[src/rtl/fec_ser_pkg.sv]
// rtl/fec_ser_pkg.sv - shared frame serializer/deserializer types and default sizes
package fec_ser_pkg;

  localparam int DEF_DATA_WIDTH = 32;
  localparam int DEF_DATA_DEPTH = 8;
  localparam int DEF_DIV_WIDTH  = 3;

  typedef enum logic {
    IDLE = 1'b0,
    RECV = 1'b1
  } deser_state_e;

endpackage

[src/rtl/frame_deser_obuf.sv]
// rtl/frame_deser_obuf.sv - frame output buffer with valid/ready handoff and overrun flag
module frame_deser_obuf #(
  parameter int FRAME_W = 256
) (
  input  logic               clk_i,
  input  logic               rst_i,
  input  logic [FRAME_W-1:0] frame_i,
  input  logic               complete_i,
  input  logic               ready_i,
  input  logic               err_clr_i,
  output logic [FRAME_W-1:0] par_o,
  output logic               valid_o,
  output logic               overrun_o
);

  logic [FRAME_W-1:0] par_q, par_d;
  logic               valid_q, valid_d;
  logic               overrun_q, overrun_d;
  logic               accept, drop;

  // A completed frame is only taken when the slot is free or is being consumed this cycle.
  assign accept = complete_i && (!valid_q || ready_i);
  assign drop   = complete_i && valid_q && !ready_i;

  always_comb begin
    par_d     = par_q;
    valid_d   = valid_q;
    overrun_d = overrun_q;
    if (accept) begin
      par_d   = frame_i;
      valid_d = 1'b1;
    end else if (valid_q && ready_i) begin
      valid_d = 1'b0;
    end
    if (drop) begin
      overrun_d = 1'b1;
    end else if (err_clr_i) begin
      overrun_d = 1'b0;
    end
  end

  always_ff @(posedge clk_i or posedge rst_i) begin
    if (rst_i) begin
      par_q     <= '0;
      valid_q   <= 1'b0;
      overrun_q <= 1'b0;
    end else begin
      par_q     <= par_d;
      valid_q   <= valid_d;
      overrun_q <= overrun_d;
    end
  end

  assign par_o     = par_q;
  assign valid_o   = valid_q;
  assign overrun_o = overrun_q;

endmodule

[src/rtl/frame_deserializer.sv]
// rtl/frame_deserializer.sv - serial-to-frame deserializer; FRAME_DESER_TIMEOUT_EN adds the inter-bit gap timeout
module frame_deserializer
  import fec_ser_pkg::*;
#(
  parameter int DATA_WIDTH = DEF_DATA_WIDTH,
  parameter int DATA_DEPTH = DEF_DATA_DEPTH,
  parameter int DIV_WIDTH  = DEF_DIV_WIDTH
) (
  input  logic                             clk,
  input  logic                             rst,
  input  logic                             serial_in,
  input  logic                             serial_en,
  input  logic [DIV_WIDTH-1:0]             clk_div,
  output logic [DATA_WIDTH*DATA_DEPTH-1:0] par_out,
  output logic                             out_valid,
  input  logic                             out_ready,
  output logic [$clog2(DATA_WIDTH)-1:0]    bit_count,
  output logic [$clog2(DATA_DEPTH)-1:0]    sample_count,
  output logic                             overrun,
  output logic                             timeout_err,
  input  logic                             err_clr
);

  localparam int FW  = DATA_WIDTH * DATA_DEPTH;
  localparam int BCW = $clog2(DATA_WIDTH);
  localparam int SCW = $clog2(DATA_DEPTH);

  deser_state_e   state_q, state_d;
  logic [FW-1:0]  shift_q, shift_d;
  logic [BCW-1:0] bit_q, bit_d;
  logic [SCW-1:0] word_q, word_d;
  logic           complete;

`ifdef FRAME_DESER_TIMEOUT_EN
  localparam int GW = DIV_WIDTH + 3;
  logic [GW-1:0] gap_q, gap_d;
  logic [GW-1:0] gap_limit;
  logic          timeout_evt;
  logic          tmo_q, tmo_d;

  assign gap_limit = {1'b0, clk_div, 2'b00} + GW'(4);
`endif

  always_comb begin
    state_d  = state_q;
    shift_d  = shift_q;
    bit_d    = bit_q;
    word_d   = word_q;
    complete = 1'b0;
`ifdef FRAME_DESER_TIMEOUT_EN
    gap_d       = '0;
    timeout_evt = 1'b0;
`endif
    // MSB-first shifting leaves the first received bit of word 0 at the top of the frame.
    if (serial_en) begin
      shift_d = {shift_q[FW-2:0], serial_in};
      if (bit_q == BCW'(DATA_WIDTH - 1)) begin
        bit_d = '0;
        if (word_q == SCW'(DATA_DEPTH - 1)) begin
          word_d   = '0;
          complete = 1'b1;
        end else begin
          word_d = word_q + SCW'(1);
        end
      end else begin
        bit_d = bit_q + BCW'(1);
      end
      state_d = complete ? IDLE : RECV;
    end
`ifdef FRAME_DESER_TIMEOUT_EN
    else if (state_q == RECV) begin
      if (gap_q + GW'(1) == gap_limit) begin
        timeout_evt = 1'b1;
        state_d     = IDLE;
        shift_d     = '0;
        bit_d       = '0;
        word_d      = '0;
      end else begin
        gap_d = gap_q + GW'(1);
      end
    end
`endif
  end

  always_ff @(posedge clk or posedge rst) begin
    if (rst) begin
      state_q <= IDLE;
      shift_q <= '0;
      bit_q   <= '0;
      word_q  <= '0;
    end else begin
      state_q <= state_d;
      shift_q <= shift_d;
      bit_q   <= bit_d;
      word_q  <= word_d;
    end
  end

`ifdef FRAME_DESER_TIMEOUT_EN
  always_comb begin
    tmo_d = tmo_q;
    if (timeout_evt) begin
      tmo_d = 1'b1;
    end else if (err_clr) begin
      tmo_d = 1'b0;
    end
  end

  always_ff @(posedge clk or posedge rst) begin
    if (rst) begin
      gap_q <= '0;
      tmo_q <= 1'b0;
    end else begin
      gap_q <= gap_d;
      tmo_q <= tmo_d;
    end
  end

  assign timeout_err = tmo_q;
`else
  logic unused_clk_div;
  assign unused_clk_div = ^clk_div;
  assign timeout_err    = 1'b0;
`endif

  frame_deser_obuf #(
    .FRAME_W(FW)
  ) u_obuf (
    .clk_i     (clk),
    .rst_i     (rst),
    .frame_i   (shift_d),
    .complete_i(complete),
    .ready_i   (out_ready),
    .err_clr_i (err_clr),
    .par_o     (par_out),
    .valid_o   (out_valid),
    .overrun_o (overrun)
  );

  assign bit_count    = bit_q;
  assign sample_count = word_q;

endmodule
[config.mk]
export PLATFORM = sky130hd
export DESIGN_NAME = frame_deserializer
export DESIGN_NICKNAME = d
export VERILOG_FILES = /design/src/rtl/fec_ser_pkg.sv /design/src/rtl/frame_deser_obuf.sv /design/src/rtl/frame_deserializer.sv
export SDC_FILE = /design/constraint.sdc
export NUM_CORES = 1
export LEC_CHECK = 0
export ABC_AREA = 1
export CORE_MARGIN = 3
export CORE_UTILIZATION = 29
export DETAILED_ROUTE_END_ITERATION = 7
export SYNTH_ARGS = -nofsm -noshare
export SYNTH_HDL_FRONTEND = slang
export SYNTH_SLANG_ARGS = --single-unit
[constraint.sdc]
create_clock -name clk -period 18.6 [get_ports clk]
set_input_delay 2.79 -clock clk [delete_from_list [all_inputs] [get_ports clk]]
set_output_delay 2.79 -clock clk [all_outputs]
set_load 0.01 [all_outputs]
==> flow_metrics.py <==
metrics = {
    "run_status": {
        "status": "completed",
    },
    "timing": {
        "fmax_ghz": 0.1878,
        "relSlewSlack": 0.2647,
        "holdWs_ns": 0.4663,
        "hold_viol": 0,
        "timing.final.ws_setup_ns": 13.27,
        "setup_viol": 0,
        "rsz0062_at_grt": "no",
        "setup_tns_ns": 0,
        "slew_viol_final": 0,
        "worst_slew_pin_slew_ns": 1.103,
        "skew_ns": 0.03470,
        "timing.final.crit_share": 0.2863,
        "min_period_ns": 5.326,
    },
    "pwr": {
        "finalPower_uw": 2398,
        "vdd_drop_max_v": 0.00009217,
        "p_leak_uw": 0.01361,
        "p_per_area_mw_per_mm2": 94.50,
    },
    "place": {
        "hpwlAfterDp_um": 28930,
        "post-place-ws_ns": 12.58,
        "port_buffers": 271,
        "gp_congestion": 0.7203,
        "place_inst": 3322,
    },
    "critical_path": {
        "critical-path-max-stage-delay_ns": 0.82,
        "critPathTopFamily": "buffers and inverters",
        "crit_path_frequent_cell": "buf_4",
        "r2r_slack_ns": 14.92,
        "crit_chain": "buf_8 -> nand2_4 -> nor2_4 -> buf_4 -> buf_4 -> buf_4 -> nand3_1 -> nand2_1",
        "arrival_ns": 5.84,
        "slowest_stage": "buf_4",
        "crit_type": "in -> reg",
        "endpoint_kind": "flip-flop",
        "worstPathRequired_ns": 19.12,
        "startpoint_type": "input port",
        "cp_num_buf_inv": 4,
        "crit_fanout": 82,
    },
    "cts": {
        "clk_latency_ns": 0.61,
        "h-tree-depth": 2,
        "cts_resized": 0,
        "cts_tree": "yes",
        "cts.path.max_buffers": 3,
        "cts_hold_buf": 0,
        "numClockSinks": 522,
        "postCtsSetupRepairBufs": 0,
        "path_clk_slew_ns": 0.06,
        "cts_root_buf": "clkbuf_16",
        "cts_buffers": 56,
    },
    "floorplan": {
        "die_x_um": 270.0,
        "die_area_mm2": 0.07291,
        "dieHeight_um": 270.0,
        "core_mm2": 0.06883,
        "fp-row-count": 96,
        "pin_count": 276,
        "start_util": 0.2937,
    },
    "grt": {
        "grt_pass1_wl_um": 83820,
        "grt_pass1_vias": 15140,
        "met2_usage": 0.2172,
        "met3_usage": 0.03704,
        "grt-busiest-layer": "met2",
        "met1_usage": 0.1905,
        "antenna_found_initial": 0,
        "track_usage": 0.1387,
        "grt_max_degree": 183,
        "grt-ovfl-total": 0,
    },
    "detailed_routing": {
        "vias": 15200,
        "wl_per_cell_um": 14.76,
        "routed_wl_um": 50550,
        "drt_iter0_drc": 1208,
        "drt_pass1_iterations": 5,
        "vias_per_cell": 4.438,
        "ant_nets": 0,
        "drc_errors": 0,
    },
    "synthesis": {
        "ys.flop_type": "dfrtp_1",
        "syn_inst": 2245,
        "yosysTopAreaCellShare": 0.6462,
        "synth_area_leaders": "dfrtp_1 (65%), nand2_1 (24%), nand3_1 (6.4%)",
        "synth_xor_area_frac": 0.0004332,
        "synthAdderAreaFrac": 0.002476,
        "synth_seq_cells": 522,
        "synth_compound_area_frac": 0.001362,
        "syn_area_mm2": 0.02022,
        "synth_mux_area_frac": 0.0004951,
        "synth_edf_count": 0,
        "yosys.area.top_type": "dfrtp_1",
        "synth_nets": 2258,
        "synth-seq-area-share": 0.6462,
        "synth_top_family_by_area": "simple AND/OR/NAND/NOR gates",
        "synthArstFlopShare": 1.000,
        "syn_avg_cell_area_um2": 9.005,
        "yosys.area_share.simple": 0.3070,
        "yosys.cell_types.count": 22,
        "yosys_warnings": 0,
    },
    "final_layout": {
        "n_fill_cell": 6955,
        "final_nets": 2462,
        "multiInputGateArea_mm2": 0.006329,
        "post_layout_nonfiller_instances": 3425,
        "layout-drive-gt1-share": 0.04651,
        "area_delta_synth_final_pct": 25.53,
        "seqCellArea_mm2": 0.01306,
        "n_antenna_cell": 0,
        "layout_common_cells": "nand2_1 (1,295), dfrtp_1 (522), clkdlybuf4s50_1 (270)",
        "final_common_cell": "nand2_1",
    },
    "run": {
        "drv_cap": 0,
    },
    "min_path": {
        "min_path_type": "reg -> reg",
    },
}
==> per-layer routing <==
metal,vias up,share of wire
met3,73,0.057
li1,7428,-
met1,7420,0.47
met2,280,0.45
met4,0,0.023
met5,-,0
==> worst register-to-register path: stages (launching register included) <==
cell and delay, ns:
dfrtp_1 0.43, ha_1 0.19, and3_1 0.18, ha_1 0.21, nand2_4 0.10, nor2_4 0.18, buf_4 0.31, buf_4 0.77
buf_4 0.90, nand3_1 0.24, nand2_1 0.11
==> per-stage QoR <==
step,utilization,cell area [µm²]
after global routing,0.3687,25380
after floorplan,-,20220
after global placement,0.3408,23460
after detailed placement,0.3408,23460
after CTS,0.3687,25380
final,0.3687,25380
==> synth_stat cells, types with 3 or more instances <==
| master | instances |
|---|---|
| o21ai_0 | 4 |
| buf_4 | 8 |
| clkbuf_1 | 26 |
| dfrtp_1 | 522 |
| buf_1 | 3 |
| buf_2 | 85 |
| nor2_1 | 4 |
| buf_6 | 20 |
| nand3_1 | 257 |
| ha_1 | 4 |
| nand2_1 | 1296 |
| inv_1 | 6 |
==> report_power, final <==
group	total, µW	leakage, µW	internal [µW]	switching [µW]
sequential	1160	0.00727	1150	11.1
clock	1150	0.000948	682	472
combinational	81.9	0.00539	22.9	59.0
total	2400	0.0136	1860	542
==> cell families after synthesis <==
kind of cell,after synthesis
AO/OA/AOI/OAI,5
XOR/XNOR,1
adder cells (fa/ha/maj),4
buffers and inverters,149
flip-flops,522
multiplexers,1
other,1
AND/OR/NAND/NOR,1562
==> worst paths after layout <==
kind                                                     from                            end  cells after the start
worst min-delay path            u_obuf.par_o[114]$_DFFE_PP0P_  u_obuf.par_o[114]$_DFFE_PP0P_                      2
worst max-delay path                                serial_en  u_obuf.par_o[237]$_DFFE_PP0P_                      8
max in group asynchronous                                 rst  u_obuf.par_o[207]$_DFFE_PP0P_                      4
worst max register to register       bit_count[0]$_DFFE_PP0P_  u_obuf.par_o[237]$_DFFE_PP0P_                     10
min in group asynchronous                                 rst   u_obuf.par_o[14]$_DFFE_PP0P_                      2
worst min register to register  u_obuf.par_o[114]$_DFFE_PP0P_  u_obuf.par_o[114]$_DFFE_PP0P_                      2
==> sequential cells by signal, summed over array words and instances, names as in the netlist <==
name and flops:
bit_count 5, u_obuf.valid_o 1, u_obuf.overrun_o 1, sample_count 3, u_obuf.par_o 256, shift_q 256
==> cell type report <==
type / count / share of cell area
clock buffers: 81 / 0.06449
multi-input cells: 1574 / 0.2494
clock inverters: 22 / 0.01124
flip-flops and latches: 522 / 0.5147
well taps: 931 / 0.04590
repair buffers: 288 / 0.1126
inverters: 7 / 0.001627
(Power assumes the default switching activity.)
